### src/rtl/mult_pkg.sv
// Shared helpers for the tree multiplier. These functions size the carry-save
// reduction tree at elaboration time.
package mult_pkg;

  localparam int MAX_OPS = 32;

  // Rows left after lvl levels of 3:2 compression, starting from n rows.
  function automatic int csa_rows(input int n, input int lvl);
    int r = n;
    for (int i = 0; i < lvl; i++)
      if (r > 2) r = r - r / 3;
    return r;
  endfunction

  // Number of levels needed to reduce n rows down to 2.
  function automatic int csa_levels(input int n);
    int r = n;
    int l = 0;
    while (r > 2) begin
      r = r - r / 3;
      l++;
    end
    return l;
  endfunction

endpackage

### src/rtl/csa_3to2.sv
// 3:2 carry-save compressor. The carry is pre-shifted, and the top carry-out
// is dropped (modulo 2^WIDTH).
module csa_3to2 #(
  parameter int WIDTH = 64
) (
  input  logic [WIDTH-1:0] x,
  input  logic [WIDTH-1:0] y,
  input  logic [WIDTH-1:0] z,
  output logic [WIDTH-1:0] s,
  output logic [WIDTH-1:0] c
);

  assign s = x ^ y ^ z;
  assign c = {(x[WIDTH-2:0] & y[WIDTH-2:0]) |
              (x[WIDTH-2:0] & z[WIDTH-2:0]) |
              (y[WIDTH-2:0] & z[WIDTH-2:0]), 1'b0};

endmodule

### src/rtl/csa_tree_pipe.sv
// Pipelined carry-save reduction tree: NUM_OPS operands -> (sum, carry),
// with an optional final carry-propagate add. Backpressure is a global stall.
module csa_tree_pipe
  import mult_pkg::*;
#(
  parameter int WIDTH      = 64,
  parameter int NUM_OPS    = 8,
  parameter int PIPE_EVERY = 1,
  parameter int FINAL_ADD  = 1
) (
  input  logic                     clk,
  input  logic                     rst_n,
  input  logic                     in_valid,
  output logic                     in_ready,
  input  logic [NUM_OPS*WIDTH-1:0] ops_i,
  output logic                     out_valid,
  input  logic                     out_ready,
  output logic [WIDTH-1:0]         sum_o,
  output logic [WIDTH-1:0]         carry_o,
  output logic [WIDTH-1:0]         res_o
);

  localparam int PE     = (PIPE_EVERY < 1) ? 1 : PIPE_EVERY;
  localparam int LEVELS = csa_levels(NUM_OPS);
  localparam int NSTG   = (LEVELS + PE - 1) / PE;

  if (NUM_OPS < 3 || NUM_OPS > MAX_OPS || PIPE_EVERY < 1) begin : g_bad_param
    $error("csa_tree_pipe: NUM_OPS must be 3..%0d and PIPE_EVERY >= 1", MAX_OPS);
  end

  // vld_pipe[0..NSTG-1] track the tree banks, vld_pipe[NSTG] the output bank
  logic            en;
  logic [NSTG:0]   vld_pipe;

  assign out_valid = vld_pipe[NSTG];
  assign en        = !out_valid || out_ready;
  assign in_ready  = en;

  always_ff @(posedge clk or negedge rst_n) begin
    if (!rst_n) vld_pipe <= '0;
    else if (en) vld_pipe <= {vld_pipe[NSTG-1:0], in_valid};
  end

  for (genvar l = 0; l < LEVELS; l++) begin : g_lvl
    localparam int NI   = csa_rows(NUM_OPS, l);
    localparam int NO   = csa_rows(NUM_OPS, l + 1);
    localparam int NG   = NI / 3;
    localparam bit BANK = ((l + 1) % PE == 0) || (l == LEVELS - 1);

    logic [NI-1:0][WIDTH-1:0] din;
    logic [NO-1:0][WIDTH-1:0] dout;
    logic [NO-1:0][WIDTH-1:0] nxt;

    if (l == 0) begin : g_src
      assign din = ops_i;
    end else begin : g_src
      assign din = g_lvl[l-1].nxt;
    end

    for (genvar g = 0; g < NG; g++) begin : g_csa
      csa_3to2 #(.WIDTH(WIDTH)) u_csa (
        .x(din[3*g]),
        .y(din[3*g+1]),
        .z(din[3*g+2]),
        .s(dout[2*g]),
        .c(dout[2*g+1])
      );
    end

    // Rows that do not fill a group of three ride through this level untouched
    for (genvar k = 0; k < NI - 3*NG; k++) begin : g_pass
      assign dout[2*NG+k] = din[3*NG+k];
    end

    if (BANK) begin : g_bank
      logic [NO-1:0][WIDTH-1:0] q;
      always_ff @(posedge clk or negedge rst_n) begin
        if (!rst_n) q <= '0;
        else if (en) q <= dout;
      end
      assign nxt = q;
    end else begin : g_comb
      assign nxt = dout;
    end
  end

  logic [1:0][WIDTH-1:0] last;
  logic [WIDTH-1:0]      res_d;
  logic [WIDTH-1:0]      sum_q, carry_q, res_q;

  assign last = g_lvl[LEVELS-1].nxt;

  // The final adder is combinational into the output bank and does not add a stage
  if (FINAL_ADD != 0) begin : g_fadd
    assign res_d = last[0] + last[1];
  end else begin : g_nofadd
    assign res_d = '0;
  end

  always_ff @(posedge clk or negedge rst_n) begin
    if (!rst_n) begin
      sum_q   <= '0;
      carry_q <= '0;
      res_q   <= '0;
    end else if (en) begin
      sum_q   <= last[0];
      carry_q <= last[1];
      res_q   <= res_d;
    end
  end

  assign sum_o   = sum_q;
  assign carry_o = carry_q;
  assign res_o   = res_q;

endmodule

### config.mk
export PLATFORM = sky130hd
export DESIGN_NAME = csa_tree_pipe
export DESIGN_NICKNAME = d
export VERILOG_FILES = /design/src/rtl/mult_pkg.sv /design/src/rtl/csa_3to2.sv /design/src/rtl/csa_tree_pipe.sv
export SDC_FILE = /design/constraint.sdc
export NUM_CORES = 2
export LEC_CHECK = 0
export CAP_MARGIN = 10
export CORE_MARGIN = 1
export CORE_UTILIZATION = 68
export DETAILED_ROUTE_END_ITERATION = 6
export DONT_BUFFER_PORTS = 1
export PLACE_DENSITY = 0.85
export SKIP_CTS_REPAIR_TIMING = 1
export SYNTH_ARGS = -nofsm -noshare
export SYNTH_HDL_FRONTEND = slang
export SYNTH_SLANG_ARGS = --single-unit
### constraint.sdc
create_clock -name clk -period 3.8 [get_ports clk]
set_input_delay 0.19 -clock clk [delete_from_list [all_inputs] [get_ports clk]]
set_output_delay 0.19 -clock clk [all_outputs]
set_load 0.02 [all_outputs]
==> summary.md <==
| Metric | Value |
|---|---|
| Status | `finished with violations` |
| Failing checks | `DRC` |
| Routed via count | `46100` |
| Met3 Use GR | `0.0790` |
| Seq pwr share | `0.412` |
| Period minus WS final | `3550 ps` |
| Area after DPL | `54600 sq um` |
| Initial antenna violation count | `23` |
| GPL Wtd Cong | `0.905` |
| Psw | `27.2 mW` |
| Synth Register Bits | `1145` |
| Remaining DRCs | `11` |
| CP peak stage delay | `420 ps` |
| Most frequent cells in the layout | `nand2_1, dfrtp_1, dlygate4sd3_1` |
| CP max-delay cell | `o211ai_1` |
| Cells after Synth | `5728` |
| Clock-pin slew on the worst setup and hold paths | `70 ps` |
| Fillcell total | `3570` |
| Vias in the first global route | `39300` |
| CP Data Arrival Time | `4090 ps` |
| Footprint of the multi-input gates | `24100 sq um` |
| Global Route Usage Sum | `0.334` |
| CTS buffer count | `113` |
| Starting Density | `0.691` |
| Average routed wire per standard cell | `25.3 microns` |
| Avg Inst Size Synth | `9.40 sq um` |
| CP Launch Type | `register` |
| Router iterations before antenna repair | `7` |
| Hold WC Path Type | `in -> reg` |
| FF/Latch Area | `28700 sq um` |
| Area delta synth->final | `21.0%` |
| Period utilization | `0.934` |
| DIE AREA | `80300 sq um` |
| Crit Path Category | `reg -> reg` |
| # port buffers | `0` |
| Clock share of power | `0.205` |
| Post-layout util | `0.836` |
| Setup TNS | `0 ps` |
| Hold Violations, Final | `0` |
| Area leader, netlist | `dfrtp_1` |
| Crit path cell chain | `ha_1, inv_1, fa_1, nor2b_1, o2111ai_1, a21oi_1, o211ai_1, a21oi_1, buf_4, a31oi_1, o21ai_0, xnor2_1, o21ai_0` |
| R2R setup slack | `250 ps` |
| Final setup fails | `0` |
| Internal power | `33.5 mW` |
| Max Cap Viol | `0` |
| Slew @ Worst Pin | `1100 ps` |
| Pwr Total | `60.7 mW` |
| Longest Clk Path Bufs | `3` |
| Unrepaired setup endpoints after global routing | `false` |
| Switch share | `0.449` |
| Static leakage | `33.0 nW` |
| Number of synthesis warnings | `0` |
| Final Skew | `47.8 ps` |
| CTS tree | `built` |
| Grt ovf | `0` |
| Floorplan core area | `78000 sq um` |
| Yosys cell types | `69` |
| Commonest non-fill, non-tap cell in the layout | `nand2_1` |
| Grt met2 use | `0.535` |
| DIE WIDTH | `283 microns` |
| PwrDens | `931 nW/um^2` |
| Cell area after layout | `65200 sq um` |
| Vias per cell | `6.23` |
| Busiest grt layer | `met2` |
| Worst-skew pair later-pin latency | `700 ps` |
| H-tree depth | `3` |
| Combinational cell fraction of total power | `0.384` |
| Sink Count | `1145` |
| Die span in y | `283 microns` |
| Synthesized area | `53900 sq um` |
| CP Capture Type | `register` |
| Antenna Nets Post-Route | `0` |
| Root buffer cell | `clkbuf_16` |
| First-pass GRT wire length | `210000 microns` |
| Std cell rows | `102` |
| Hold_ws | `140 ps` |
| CP Max Fanout | `4` |
| Share of cells above drive strength 1 | `0.0393` |
| Required @ worst endpoint | `4340 ps` |
| Dpl hpwl | `90800 microns` |
| VDD IR max | `0.000578 V` |
| Most used DFF post-synth | `dfrtp_1` |
| Final nets | `7198` |
| Sequential element share of the synthesized area | `0.532` |
| Number of I/O pins | `710` |
| Fmax | `282 MHz` |
| Ranking of synthesized cells by area | `dfrtp_1, nand2_1, fa_1, clkbuf_1, ha_1` |
| Met1 Usage GRT | `0.445` |
| Slew Limit Fails | `0` |
| Post-Route WL | `187000 microns` |
| Number of synthesized flops with an enable pin | `0` |
| DRT iter0 DRCs | `6464` |
| FFs w/ async S/R, synth | `1.00` |
| Largest net degree at the start of global routing | `1146` |
| Post-synth top area share | `0.532` |
| Worst rel slew slack | `0.268` |
-- cell type report --
type	instances	share of cell area
Tap cell	1040	0.0200
Timing Repair Buffer	678	0.108
Clock inverter	52	0.0115
Inverter	21	0.00132
Sequential cell	1145	0.440
Multi-Input combinational cell	4284	0.369
Antenna cell	22	0.000845
Clock buffer	160	0.0500
-- per-layer routing --
| layer | vias up | part of all wire |
|---|---|---|
| met2 | 3767 | 0.46 |
| met4 | 18 | 0.10 |
| met5 | - | 0.0019 |
| li1 | 18700 | - |
| met1 | 22200 | 0.31 |
| met3 | 1439 | 0.12 |
-- power groups by stage --
stage | Clock [mW] | Combinational (mW) | Sequential, mW
floorplan | 0 | 14.3 | 22.4
global placement | 0 | 18.8 | 23.9
detailed placement | 0 | 19.5 | 24.2
CTS | 12.0 | 20.0 | 24.1
global route | 12.8 | 25.5 | 25.4
finish | 12.4 | 23.3 | 25.0
-- cells by family (layout without fill, tap and decap cells) --
group / count (synthesis) / count (layout) / synth area share
mux: 4 / 4 / 0.000743
fa+ha+maj: 439 / 439 / 0.154
xor+xnor: 61 / 61 / 0.00992
buf+inv: 300 / 911 / 0.0214
simple gates: 3481 / 3481 / 0.247
compound gates: 297 / 297 / 0.0346
other cells: 1 / 24 / 0.0000696
flops: 1145 / 1145 / 0.532
-- worst max-delay path, delay by kind of cell, from the launching register on --
family,cells,cell delay (ps)
compound gates,7,2020
xor+xnor,1,160
fa+ha+maj,2,460
buf+inv,2,280
flops,1,400
simple gates,1,70
-- state kept, by name (all words and copies together) (netlist names) --
name and flops:
vld_pipe 5, res_o 64, carry_o 62, sum_o 62
g_lvl.g_bank.q 952
-- Yosys cell counts (all sizes together), types with 2 or more instances --
cell type and count:
and4 2, o211ai 7, o22ai 4, inv 21
or4 3, nor2b 7, mux2i 4, a211o 2
a21o 39, a211oi 12, and2 5, or2 4
o221ai 2, nand2b 8, xnor2 32, o21bai 10
o21ai 72, and3 6, xor2 29, o31ai 8
nand3b 2, dfrtp 1145, fa 375, a21boi 5
clkbuf 242, or3 6, ha 64, buf 37
a2111oi 2, nand2 3306, nor4 3, nand4 13
o2111ai 2, nor2 77, a21oi 110, o21a 4
nor3 21, a31oi 10, nand3 16
-- metrics by stage --
stage	setup WS (ps)	cells
after global placement	619	6522
after CTS	514	6734
after detailed placement	566	6522
after global routing	75.9	7391
final	252	7402
after floorplan	1230	5729
-- worst paths after layout --
path                                                    start                            endpoint  depth (start not counted)
setup / recovery             g_lvl[3].g_bank.q[2]$_DFFE_PN0P_               res_o[34]$_DFFE_PN0P_                         13
hold / removal                                     ops_i[420]  g_lvl[0].g_bank.q[292]$_DFFE_PN0P_                          3
setup reg to reg             g_lvl[3].g_bank.q[2]$_DFFE_PN0P_               res_o[34]$_DFFE_PN0P_                         13
hold reg to reg            g_lvl[1].g_bank.q[215]$_DFFE_PN0P_  g_lvl[2].g_bank.q[151]$_DFFE_PN0P_                          2
max in group asynchronous                               rst_n             carry_o[14]$_DFFE_PN0P_                          5
min in group asynchronous                               rst_n  g_lvl[1].g_bank.q[114]$_DFFE_PN0P_                          2
Power figures use the tool's default switching activity.
